===== src/rtl/muldiv_seq_pkg.sv =====
// Shared definitions for the sequential multiply/divide unit: ALU op codes,
// muldiv operation encoding and FSM state type.
package muldiv_seq_pkg;

  localparam logic [3:0] ALU_ADD  = 4'd0;
  localparam logic [3:0] ALU_SUB  = 4'd1;
  localparam logic [3:0] ALU_AND  = 4'd2;
  localparam logic [3:0] ALU_OR   = 4'd3;
  localparam logic [3:0] ALU_XOR  = 4'd4;
  localparam logic [3:0] ALU_SLTU = 4'd5;
  localparam logic [3:0] ALU_SLT  = 4'd6;
  localparam logic [3:0] ALU_SLL  = 4'd7;
  localparam logic [3:0] ALU_SRL  = 4'd8;
  localparam logic [3:0] ALU_SRA  = 4'd9;

  typedef enum logic [1:0] {
    OP_MUL  = 2'b00,
    OP_DIVU = 2'b01,
    OP_REMU = 2'b10,
    OP_RSVD = 2'b11
  } muldiv_op_e;

  typedef enum logic [2:0] {
    S_IDLE    = 3'd0,
    S_MUL     = 3'd1,
    S_DIV_CMP = 3'd2,
    S_DIV_SUB = 3'd3,
    S_DONE    = 3'd4
  } state_e;

endpackage


===== src/rtl/muldiv_seq.sv =====
// Iterative 32-bit MUL/DIVU/REMU unit borrowing an external shared ALU.
// Divide support is compiled in only when MULDIV_SEQ_DIV_EN is defined.
module muldiv_seq
  import muldiv_seq_pkg::*;
(
  input  logic        clk,
  input  logic        rst,
  input  logic        start_i,
  input  logic [1:0]  op_i,
  input  logic [31:0] rs1_i,
  input  logic [31:0] rs2_i,
  output logic        busy_o,
  output logic        done_o,
  output logic [31:0] result_o,
  output logic [31:0] alu_a_o,
  output logic [31:0] alu_b_o,
  output logic [3:0]  alu_ctrl_o,
  input  logic [31:0] alu_result_i
);

  state_e      state_q, state_d;
  logic [4:0]  cnt_q, cnt_d;
  logic        busy_q, busy_d;
  logic        done_q, done_d;
  logic [31:0] result_q, result_d;
  logic [31:0] acc_q, acc_d;
  logic [31:0] mcand_q, mcand_d;
  logic [31:0] mplier_q, mplier_d;
`ifdef MULDIV_SEQ_DIV_EN
  muldiv_op_e  op_q, op_d;
  logic [31:0] rem_q, rem_d;
  logic [31:0] quot_q, quot_d;
  logic [31:0] divisor_q, divisor_d;
  logic        ovf_q, ovf_d;
  logic        lt_q, lt_d;
`endif

  // ALU operands are decoded from state so the shared ALU idles at ADD 0,0
  always_comb begin
    alu_a_o    = '0;
    alu_b_o    = '0;
    alu_ctrl_o = ALU_ADD;
    case (state_q)
      S_MUL: begin
        alu_a_o = acc_q;
        alu_b_o = mplier_q[0] ? mcand_q : '0;
      end
`ifdef MULDIV_SEQ_DIV_EN
      S_DIV_CMP: begin
        alu_a_o    = {rem_q[30:0], quot_q[31]};
        alu_b_o    = divisor_q;
        alu_ctrl_o = ALU_SLTU;
      end
      S_DIV_SUB: begin
        // rem_q already holds the shifted remainder captured in DIV_CMP
        alu_a_o    = rem_q;
        alu_b_o    = divisor_q;
        alu_ctrl_o = ALU_SUB;
      end
`endif
      default: ;
    endcase
  end

  always_comb begin
    state_d  = state_q;
    cnt_d    = cnt_q;
    busy_d   = busy_q;
    done_d   = 1'b0;
    result_d = result_q;
    acc_d    = acc_q;
    mcand_d  = mcand_q;
    mplier_d = mplier_q;
`ifdef MULDIV_SEQ_DIV_EN
    op_d      = op_q;
    rem_d     = rem_q;
    quot_d    = quot_q;
    divisor_d = divisor_q;
    ovf_d     = ovf_q;
    lt_d      = lt_q;
`endif
    case (state_q)
      S_IDLE: begin
        if (start_i) begin
          cnt_d  = '0;
          busy_d = 1'b1;
`ifdef MULDIV_SEQ_DIV_EN
          op_d   = muldiv_op_e'(op_i);
`endif
          case (op_i)
            OP_MUL: begin
              acc_d    = '0;
              mcand_d  = rs1_i;
              mplier_d = rs2_i;
              state_d  = S_MUL;
            end
`ifdef MULDIV_SEQ_DIV_EN
            OP_DIVU, OP_REMU: begin
              if (rs2_i != '0) begin
                rem_d     = '0;
                quot_d    = rs1_i;
                divisor_d = rs2_i;
                state_d   = S_DIV_CMP;
              end else begin
                state_d  = S_DONE;
                done_d   = 1'b1;
                result_d = (op_i == OP_DIVU) ? 32'hFFFF_FFFF : rs1_i;
              end
            end
`endif
            default: begin
              state_d  = S_DONE;
              done_d   = 1'b1;
              result_d = '0;
            end
          endcase
        end
      end
      S_MUL: begin
        acc_d    = alu_result_i;
        mcand_d  = mcand_q << 1;
        mplier_d = mplier_q >> 1;
        cnt_d    = cnt_q + 5'd1;
        if (cnt_q == 5'd31) begin
          state_d  = S_DONE;
          done_d   = 1'b1;
          result_d = alu_result_i;
        end
      end
`ifdef MULDIV_SEQ_DIV_EN
      S_DIV_CMP: begin
        rem_d   = {rem_q[30:0], quot_q[31]};
        ovf_d   = rem_q[31];
        quot_d  = quot_q << 1;
        lt_d    = alu_result_i[0];
        state_d = S_DIV_SUB;
      end
      S_DIV_SUB: begin
        // A bit shifted out of rem means the true remainder exceeds any divisor
        if (ovf_q || !lt_q) begin
          rem_d     = alu_result_i;
          quot_d[0] = 1'b1;
        end
        cnt_d = cnt_q + 5'd1;
        if (cnt_q == 5'd31) begin
          state_d  = S_DONE;
          done_d   = 1'b1;
          result_d = (op_q == OP_DIVU) ? quot_d : rem_d;
        end else begin
          state_d = S_DIV_CMP;
        end
      end
`endif
      S_DONE: begin
        state_d = S_IDLE;
        busy_d  = 1'b0;
      end
      default: begin
        state_d = S_IDLE;
        busy_d  = 1'b0;
      end
    endcase
  end

  always_ff @(posedge clk) begin
    if (rst) begin
      state_q  <= S_IDLE;
      cnt_q    <= '0;
      busy_q   <= 1'b0;
      done_q   <= 1'b0;
      result_q <= '0;
    end else begin
      state_q  <= state_d;
      cnt_q    <= cnt_d;
      busy_q   <= busy_d;
      done_q   <= done_d;
      result_q <= result_d;
    end
    acc_q    <= acc_d;
    mcand_q  <= mcand_d;
    mplier_q <= mplier_d;
`ifdef MULDIV_SEQ_DIV_EN
    op_q      <= op_d;
    rem_q     <= rem_d;
    quot_q    <= quot_d;
    divisor_q <= divisor_d;
    ovf_q     <= ovf_d;
    lt_q      <= lt_d;
`endif
  end

  assign busy_o   = busy_q;
  assign done_o   = done_q;
  assign result_o = result_q;

endmodule


===== config.mk =====
export PLATFORM = sky130hd
export DESIGN_NAME = muldiv_seq
export DESIGN_NICKNAME = d
export VERILOG_FILES = /design/src/rtl/muldiv_seq_pkg.sv /design/src/rtl/muldiv_seq.sv
export SDC_FILE = /design/constraint.sdc
export NUM_CORES = 1
export LEC_CHECK = 0
export ABC_AREA = 1
export BUFFER_PORTS_ARGS = -buffer_cell sky130_fd_sc_hd__clkbuf_2
export CORE_UTILIZATION = 55
export CTS_CLUSTER_DIAMETER = 30
export CTS_CLUSTER_SIZE = 25
export DETAILED_ROUTE_END_ITERATION = 7
export PLACE_DENSITY = 0.87
export RECOVER_POWER = 25
export SETUP_SLACK_MARGIN = 0.1
export SKIP_CTS_REPAIR_TIMING = 1
export SYNTH_ARGS = -nofsm -noshare
export SYNTH_HDL_FRONTEND = slang
export SYNTH_SLANG_ARGS = --single-unit

===== constraint.sdc =====
create_clock -name clk -period 9.5 [get_ports clk]
set_input_delay 0.475 -clock clk [delete_from_list [all_inputs] [get_ports clk]]
set_output_delay 0.475 -clock clk [all_outputs]
set_load 0.005 [all_outputs]

* Yosys cells after proc, flatten, opt, wreduce, memory -nomap -nowiden
Index checks and enable logic that the tools add are counted.
** Operators by class
- Shifts and indexed selects :: 0
- Reduce and logical (&&, ||, !) cells :: 8
- Equal/unequal tests :: 6
- Order comparisons :: 0
- Divide/modulo/power cells :: 0
- Mux-type cells :: 28
- Bitwise gates (word level) :: 1
- Multipliers :: 0
- $add $sub $neg :: 1
** Operator list (count)
- 32-bit 2-to-1 mux :: 12
- 32-bit one-hot mux with 2 select lines :: 4
- 5-bit one-hot mux with 2 select lines :: 1
- 3-bit 2-to-1 mux :: 3
- 2-bit inequality test, second input constant :: 3
- 3-bit one-hot mux with 2 select lines :: 1
- 2-bit AND reduction :: 3
- 5-bit by 1-bit adder with 5-bit output, second input constant :: 1
- 5-bit equality test, second input constant :: 1
- 5-bit 2-to-1 mux :: 1
- 1-bit 2-to-1 mux :: 4
- 1-bit one-hot mux with 2 select lines :: 2
- 4-bit AND reduction :: 1
- 3-bit by 1-bit equality test with 1-bit output, second input constant :: 1
- 3-bit logical NOT :: 1
- 3-bit AND reduction :: 1
- 2-bit logical NOT :: 1
- 2-bit by 1-bit inequality test with 1-bit output, second input constant :: 1
- 2-bit nonzero test :: 1
- 1-bit inverter :: 1
** Storage, ports and cells
- Latch bits :: 0
- Memories kept :: 0
- Register bits after elaboration :: 138
- Word-level logic and storage cells :: 52
- Memory bits (read-only) :: 0
- Memory bits (writable) :: 0

* Longest topological paths before layout
Gate-level depths: netlist of the first run.
- Depth after elaboration :: 4
- Gate-level depth with buffers :: 10
- Mapped depth without buffers :: 9

* Least setup slack after synthesis of the first run
Ideal clock, no wire load.
- Path type :: input to register
- Start point :: input port start_i
- End point :: register acc_q[0], enable pin
- Stages on the path :: 4
- Arrival time :: 5443 ps
- Setup time :: 582 ps
- Path buffers :: 0
- Setup slack :: 3474 ps
- Cell sequence :: nor2_1 -> nor2_1 -> inv_1 -> a21oi_1
** On the way
- Longest elaborated chain between the ends :: 2
** Ends and longest elaborated chain
- start: declaration :: RTL line muldiv_seq.sv:8 : input logic start_i,
- 2-bit inequality test (no line)
- 3-bit AND reduction (no line)
- end signal: assignment :: RTL line muldiv_seq.sv:179 : acc_q <= acc_d;
- end: declaration :: RTL line muldiv_seq.sv:26 : logic [31:0] acc_q, acc_d;
Every way passes these cells.
A chain may end at the register's enable or synchronous reset.

* Worst setup path in the final report of the first run
- Start point :: register state_q[0]
- End point :: output port alu_b_o[11]
** On the way
- Longest elaborated chain between the ends :: 2
** Ends and longest elaborated chain
- start: declaration :: RTL line muldiv_seq.sv:21 : state_e state_q, state_d;
- start signal: assignment :: RTL line muldiv_seq.sv:173 : state_q <= state_d;
- 3-bit by 1-bit equality test with 1-bit output :: RTL line muldiv_seq.sv:43 : case (state_q)
- 32-bit 2-to-1 mux :: RTL line muldiv_seq.sv:43
- end: declaration :: RTL line muldiv_seq.sv:16 : output logic [31:0] alu_b_o,
Every way passes these cells.

==> results of run 1 <==
[layout by cell type, fill, tap and decap left out]
| master | n |
|---|---|
| clkinvlp_4 | 2 |
| conb_1 | 4 |
| dfxtp_1 | 41 |
| nor2_2 | 1 |
| a21oi_1 | 6 |
| clkbuf_1 | 28 |
| or2_2 | 1 |
| nor2_4 | 1 |
| nand3_1 | 38 |
| clkinv_4 | 1 |
| inv_6 | 1 |
| clkbuf_2 | 173 |
| buf_4 | 3 |
| nor2_1 | 170 |
| o21a_1 | 1 |
| o21ai_0 | 7 |
| clkbuf_8 | 3 |
| ha_1 | 2 |
| nand2_1 | 216 |
| bufinv_16 | 2 |
| edfxtp_1 | 96 |
| nand4_1 | 1 |
| nand2_2 | 1 |
| inv_4 | 1 |
| inv_1 | 122 |
| o21ai_1 | 10 |
| clkinv_2 | 3 |
| clkbuf_16 | 19 |
| nand3_2 | 1 |
[Yosys cell counts (all sizes together)]
master  number
a21oi        6
buf         39
clkbuf       4
conb         1
dfxtp       41
edfxtp      96
ha           2
inv        123
nand2      217
nand3       39
nand4        1
nor2       172
o21a         1
o21ai       17
or2          1
[sequential cells by signal (all words and copies together) (netlist names)]
signal / flops
acc_q: 32
busy_o: 1
cnt_q: 5
done_o: 1
mcand_q: 32
mplier_q: 32
result_o: 32
state_q: 2
[how the worst max path moves through the flow]
stage,to,depth (start not counted),start
3_3_place_gp,alu_a_o[3],7,state_q[0]
4_1_cts,alu_b_o[11],7,state_q[0]
2_1_floorplan,acc_q[0],4,start_i
6_report,alu_b_o[11],7,state_q[0]
5_1_grt,alu_b_o[31],7,state_q[0]
3_5_place_dp,alu_b_o[11],7,state_q[0]
[metrics by stage]
step	setup slack [ns]	hold slack, ns
floorplan	3.47	0.445
global placement	6.68	0.449
detailed placement	6.61	0.459
CTS	6.16	0.315
global route	4.13	0.327
finish	4.56	0.328
[worst register-to-register path: cells and delay by family, from the launching register on]
| kind | cells | cell delay, ns |
|---|---|---|
| and+or+nand+nor | 5 | 2.16 |
| buffers and inverters | 2 | 1.84 |
| DFF | 1 | 0.40 |
[cells by family after synthesis]
kind of cell / share of synthesized area
AND/OR/NAND/NOR: 0.269
buffers and inverters: 0.116
flip-flops: 0.590
AO/OA/AOI/OAI: 0.0195
adder cells (fa/ha/maj): 0.00399
other: 0.000598
[where the power goes]
| part | internal (mW) | total, mW | switching [mW] |
|---|---|---|---|
| logic | 0.0570 | 0.155 | 0.0976 |
| registers | 0.683 | 0.698 | 0.0155 |
| clock network | 0.439 | 0.682 | 0.243 |
[layer usage]
metal,vias to the layer above,share of wire
met1,2318,0.42
met3,19,0.071
li1,2665,-
met2,202,0.49
met5,-,0
met4,0,0.016
[layout make-up]
| class | count | area (sq um) | area share |
|---|---|---|---|
| timing repair buffer | 203 | 990 | 0.127 |
| tap | 140 | 175 | 0.0224 |
| clock buffer | 23 | 520 | 0.0667 |
| sequential | 137 | 3700 | 0.474 |
| multi-input combinational | 460 | 1850 | 0.237 |
| inverter | 123 | 464 | 0.0594 |
| clock inverter | 9 | 108 | 0.0138 |
==> flow_summary.toml, run 1 <==
[status]
status = "finished, violations left"
violations = "max-capacitance violations, max-slew violations"

[setup_path]
critPathRequiredTime_ns = 9.03
start_kind = "register"
cp_max_fo = 108
reg2reg_to = "result_o[6]"
critical_path_class = "reg -> out"
worstSetupEndpointType = "output port"
cp_slowest_stage_delay_ns = 1.72
cp_num_buf_inv = 5
cpMaxStageDelayCell = "clkbuf_1"
cp_data_arrival_time_ns = 4.47
crit_family = "buffers and inverters"
rrSetupSlack_ns = 5.04
cp_cell_sequence = "inv_1, nor2_4, clkbuf_1, inv_4, buf_4, nor2_1, clkbuf_2"
r2r-start = "state_q[0]"
r2r_cells = 7

[clock_tree]
htreeDepth = 4
clock_sinks = 137
numCtsBuffers = 17
cts_tree = "done"
ctsRootBufferMaster = "clkbuf_16"
clk_path_buf_depth = 2
clk_latency_ns = 0.41
clkTransAtPathRegs_ns = 0.06

[cells_and_area]
n_antenna_cell = 0
layout.cells.non_filler = 1095
fin_nets = 1045
num-fill-cells = 865
fin_util = 0.711
drive_above_1_share = 0.223
final_cell_area_sq_um = 7810
areaGrowthSynthToFinish_pct = 24.5

[die]
core_area_sq_um = 11000
fp.dieW_microns = 109
fp.dieH_microns = 109
dieArea_sq_um = 11800
start_util = 0.571
num_rows = 38
io_pins = 203

[sta]
final.min_clock_period_ns = 4.94
max-slew-margin-rel = -0.617
setup_viol = 0
report.final.slew_viol_count = 94
fmax_mhz = 202
hold_viol = 0
fin_setup_tns_ns = 0
worst_pin_slew_ns = 2.43
rsz0062_at_grt = "no"
timing.final.crit_share = 0.520
worst_clock_skew_ns = 0.0106

[synth]
ys_ff_latch = 137
syn_area_sq_um = 6270
yosysWarnings = 0
ys_seq_area_frac = 0.590
synth.area.top_cells = "edfxtp_1 (46%), dfxtp_1 (13%), nand2_1 (13%), nor2_1 (10%), inv_1 (7.2%)"
synthCells = 760
synth_cell_types = 23
synth_top_cell_area_share = 0.460
yosys.area.top_type = "edfxtp_1"
syn_area_per_cell_sq_um = 8.25

[global_routing]
antenna_found_initial = 0
grt_use_met3 = 0.0628
grtUsageMet2 = 0.402
grt_max_degree = 109
grt_pass1_vias = 4743
grt_pass1_wl_mm = 21.7
top_usage_layer = "met2"
grt_util_met1 = 0.303
grtUsageTotal = 0.242
gr-total-overflow = 0

[min_path]
holdPathStages = 3
hold_path_end = "mcand_q[9]"
holdCritStartpoint = "rs1_i[9]"
hold_path_class = "in -> reg"

[route]
antenna_left = 0
firstDrtPassIters = 4
avgRoutedWirePerCell_microns = 12.7
via_per_inst = 4.75
drt-initial-drc-count = 344
drc = 0
via_count = 5204
wl_mm = 13.9

[place]
postPlaceCellArea_sq_um = 7230
io_buffers = 198
hpwl_mm = 9.08
dpl.cell_count = 1063
place_congestion = 0.784

[power]
p_per_area_nw_per_um2 = 196
total_power_mw = 1.53
power.leakage_nw = 4.02
ir_drop_v = 0.000174

[job]
cap_viol_max_count = 2
Note: power is estimated with default switching activity, not from simulation.
==> run 2, diff against run 1 <==
Settings changed: CORE_UTILIZATION 55 to 51, PLACE_DENSITY 0.87 to 0.81.
Clock period 9.5 ns to 4.9 ns, I/O delays scaled along.
==> run 2 against run 1 <==
  * The run still ends with max-capacitance violations, max-slew violations left
  * Register-to-register slack lost 3.7 ns
  * Die area grew 7.7%
  * Global-route usage shrank 2.6 points
  * Clock skew grew 0.0045 ns
  * Hold slack lost 0.22 ns
  * Via count shrank 1.4%
  * Critical path type is now reg -> reg
  * Largest cell class unchanged
  * Largest power group is now clock
  * Highest routed layer unchanged
==> flow_summary.toml, run 2 (synthesized netlist as in run 1, its figures left out) <==
[route]
wl_mm = 13.4
drc = 0
avgRoutedWirePerCell_microns = 12.2
drt-initial-drc-count = 388
via_count = 5130
firstDrtPassIters = 5
antenna_left = 0
via_per_inst = 4.65

[power]
total_power_mw = 3.05
ir_drop_v = 0.000196
power.leakage_nw = 4.05
p_per_area_nw_per_um2 = 388

[status]
status = "finished, violations left"
violations = "max-capacitance violations, max-slew violations"

[sta]
report.final.slew_viol_count = 26
worst_clock_skew_ns = 0.0151
setup_viol = 0
rsz0062_at_grt = "no"
worst_pin_slew_ns = 2.18
max-slew-margin-rel = -0.452
hold_viol = 0
fin_setup_tns_ns = 0
fmax_mhz = 285
timing.final.crit_share = 0.717
fin_ws_ns = 1.39
final.min_clock_period_ns = 3.51

[die]
dieArea_sq_um = 12700
num_rows = 40
fp.dieH_microns = 113
fp.dieW_microns = 113
start_util = 0.522
core_area_sq_um = 12000
io_pins = 203

[clock_tree]
numCtsBuffers = 17
ctsRootBufferMaster = "clkbuf_16"
clk_latency_ns = 0.41
htreeDepth = 4
clk_path_buf_depth = 2
clkTransAtPathRegs_ns = 0.06
clock_sinks = 137
cts_tree = "done"

[setup_path]
crit_top_cell = "nor2_1"
critical_path_class = "reg -> reg"
cp_data_arrival_time_ns = 3.55
start_kind = "register"
critPathRequiredTime_ns = 4.93
cpMaxStageDelayCell = "a21oi_1"
cp_cell_sequence = "nor2_1, nor2_1, inv_1, a21oi_1, buf_4"
worstSetupEndpointType = "register"
cp_slowest_stage_delay_ns = 1.64
cp_max_fo = 47
r2r_cells = 5

[job]
cap_viol_max_count = 2

[global_routing]
grt_pass1_wl_mm = 21.7
grt_max_degree = 110
gr-total-overflow = 0
grt_pass1_vias = 4678
antenna_found_initial = 0
grtUsageTotal = 0.216

[cells_and_area]
fin_nets = 1046
layout.area.seq_sq_um = 3700
layout_commonest_cell = "nand2_1"
areaGrowthSynthToFinish_pct = 25.3
num-fill-cells = 987
fin_util = 0.655
multi_input_area_sq_um = 1840
drive_above_1_share = 0.227
final_cell_mix = "nand2_1 (216), clkbuf_2 (176), nor2_1 (170)"
n_antenna_cell = 0

[place]
hpwl_mm = 8.75
io_buffers = 198
dpl_worst_slack_ns = 2.25
place_congestion = 0.768

[min_path]
hold_path_class = "in -> reg"
holdPathStages = 3
## run 2: changes by cell type in the layout (fill, tap and decap cells not counted)
cell       before  now
clkbuf_1       28   23
buf_4           3    6
clkbuf_2      173  176
bufinv_16       2    4
clkbuf_8        3    1
buf_1           0    1
clkinv_2        3    2
clkinv_4        1    2
inv_6           1    0
nand3_1        38   39
nand3_2         1    0
## run 2: report_power, final
| group | leakage (nW) | switching [mW] | internal (mW) |
|---|---|---|---|
| clock network | 0.317 | 0.471 | 0.927 |
| registers | 1.23 | 0.0300 | 1.32 |
| logic | 2.51 | 0.186 | 0.112 |
## run 2: final cells by class
cell class	count	area share
repair buffers	204	0.128
clock inverters	10	0.0207
flip-flops and latches	137	0.471
inverters	123	0.0590
well taps	147	0.0234
multi-input cells	460	0.234
clock buffers	22	0.0632
## run 2: worst max-delay path, delay by kind of cell (launching register included)
kind / cells / cell delay, ns
buffers and inverters: 2 / 0.85
flip-flops: 1 / 0.40
AND/OR/NAND/NOR: 2 / 0.22
AO/OA/AOI/OAI: 1 / 1.64
## run 2: worst paths after layout
kind	from	endpoint	slack, ns
max	state_q[0]	mcand_q[15]	1.39
min	rs2_i[14]	mplier_q[14]	0.10
max reg2reg	state_q[0]	mcand_q[15]	1.39
min reg2reg	cnt_q[4]	cnt_q[4]	0.47
## run 2: metal layers
layer  part of all wire  vias up  global-route usage
li1                   -     2657                   -
met2               0.48      185               0.362
met3              0.064       12              0.0471
met4              0.012        0              0.0596
met1               0.45     2276               0.285
met5                  0        -                   0
## run 2: stage by stage
step                area [sq um]  cells  hold slack [ns]
finish                      7860   1103            0.104
global placement            7250   1071            0.453
global route                7860   1103            0.103
CTS                         7910   1103           0.0954
floorplan                   6290    763            0.424
detailed placement          7250   1071            0.461
==> run 3, diff against run 2 <==
Settings changed: CORE_UTILIZATION 51 to 46, PLACE_DENSITY 0.81 to 0.77.
Clock period 4.9 ns to 2.9 ns, I/O delays scaled along.
==> run 3 against run 2 <==
  * Global-route usage fell by 1.4 points
  * Count of clock-buffer cells in the layout grew 3
  * Setup slack lost 0.92 ns
  * The run ends with negative hold slack left
  * Largest cell class unchanged
  * Clock skew shrank 0.0077 ns
  * Non-clock buffer count is 8 higher
  * Cell count grew 3.4%
  * Combinational power increased by 73%
  * Routed wire length up 3.1%
  * First-iteration DRC count up 7.0%
  * Register-to-register slack worse by 0.45 ns
  * Sequential power up 69%
  * Critical endpoint is now alu_b_o[22]
  * Hold slack got worse by 0.10 ns
==> flow_summary.toml, run 3 (synthesized netlist as in run 1, its figures left out) <==
[status]
status = "finished, violations left"
violations = "negative hold slack"

[route]
drt-initial-drc-count = 415
via_per_inst = 4.58
drc = 0
avgRoutedWirePerCell_microns = 12.1
antenna_left = 0
via_count = 5222
firstDrtPassIters = 4
wl_mm = 13.8

[power]
p_per_area_nw_per_um2 = 614
total_power_mw = 4.86
ir_drop_v = 0.000386
p_clk_frac = 0.424
p_sw_mw = 1.14
internal_power_mw = 3.72
seqPwrFrac = 0.470
p_sw_frac = 0.234
combPwrFrac = 0.106
power.leakage_nw = 4.08

[sta]
rsz0062_at_grt = "no"
worst_pin_slew_ns = 0.712
holdWs_ns = -0.000595
fmax_mhz = 410
timing.final.crit_share = 0.840
fin_setup_tns_ns = 0
worst_clock_skew_ns = 0.00739
max-slew-margin-rel = 0.526
setup_viol = 0
final.min_clock_period_ns = 2.44
hold_viol = 1
report.final.slew_viol_count = 0

[die]
start_util = 0.472
dieArea_sq_um = 14100
core_area_sq_um = 13300
fp.dieW_microns = 119
fp.dieH_microns = 119
num_rows = 42
io_pins = 203

[global_routing]
gr-total-overflow = 0
grt_max_degree = 77
grtUsageTotal = 0.202
grt_pass1_wl_mm = 22.3
antenna_found_initial = 0
grt_pass1_vias = 4792

[setup_path]
worstSetupEndpointType = "output port"
critical_path_class = "reg -> out"
cp_data_arrival_time_ns = 2.29
start_kind = "register"
critPathRequiredTime_ns = 2.76
cp_max_fo = 56

[clock_tree]
ctsRootBufferMaster = "clkbuf_16"
htreeDepth = 4
clk_latency_ns = 0.41
numCtsBuffers = 17
clk_path_buf_depth = 2
clock_sinks = 137
clkTransAtPathRegs_ns = 0.06
cts_tree = "done"

[cells_and_area]
layout_commonest_cell = "nand2_1"
num-fill-cells = 1239
final_cell_mix = "nand2_1 (216), clkbuf_2 (178), nor2_1 (172)"
areaGrowthSynthToFinish_pct = 26.2
fin_nets = 1054
drive_above_1_share = 0.228
n_antenna_cell = 0

[job]
cap_viol_max_count = 0

[place]
io_buffers = 198
place_congestion = 0.758
hpwl_mm = 9.07

[min_path]
hold_path_class = "in -> reg"
run 3: final timing paths:
| path | startpoint | end | slack, ns | depth (start not counted) |
|---|---|---|---|---|
| min reg2reg | cnt_q[4] | cnt_q[4] | 0.47 | 2 |
| max reg2reg | state_q[0] | result_o[10] | 0.94 | 8 |
| min | rs2_i[12] | mplier_q[12] | -0.0006 | 3 |
| max | state_q[0] | alu_b_o[22] | 0.46 | 6 |
run 3: power groups by stage:
stage | sequential [mW] | clock, mW | combinational, mW
after floorplan | 2.32 | 0 | 0.330
after global placement | 2.32 | 0 | 0.511
after detailed placement | 2.32 | 0 | 0.523
after CTS | 2.29 | 2.10 | 0.526
after global routing | 2.30 | 2.19 | 0.594
final | 2.28 | 2.06 | 0.515
run 3: critical path: stages, from the launching register on:
cell      delay [ns]
dfxtp_1         0.39
inv_1           0.12
nor2_1          0.22
buf_4           0.52
nand2_2         0.30
nor2_1          0.18
clkbuf_2        0.13
run 3: area by class of cell:
| cell class | instances | area (sq um) | share of cell area |
|---|---|---|---|
| Sequential cell | 137 | 3700 | 0.468 |
| Multi-Input combinational cell | 460 | 1850 | 0.234 |
| Timing Repair Buffer | 212 | 1110 | 0.140 |
| Clock buffer | 25 | 507 | 0.0640 |
| Inverter | 123 | 464 | 0.0586 |
| Tap cell | 176 | 220 | 0.0278 |
| Clock inverter | 7 | 63.8 | 0.00806 |
run 3: layer usage:
| metal | wire length (microns) | up-vias | track usage | share of wire |
|---|---|---|---|---|
| met4 | 228 | 0 | 0.0744 | 0.016 |
| met5 | 0 | - | 0 | 0 |
| met1 | 6010 | 2367 | 0.250 | 0.43 |
| met2 | 6890 | 155 | 0.342 | 0.50 |
| met3 | 693 | 19 | 0.0492 | 0.050 |
| li1 | - | 2681 | - | - |
run 3: metrics by stage:
step	hold WS [ns]	util	cell area, sq um	worst slack [ns]	cells
final	-0.000595	0.595	7920	0.463	1140
after detailed placement	0.413	0.552	7330	1.04	1103
after global placement	0.408	0.552	7330	1.10	1103
after global routing	0.00320	0.595	7920	0.219	1140
after floorplan	0.324	-	6300	0.153	763
after CTS	-0.0211	0.594	7900	0.581	1135
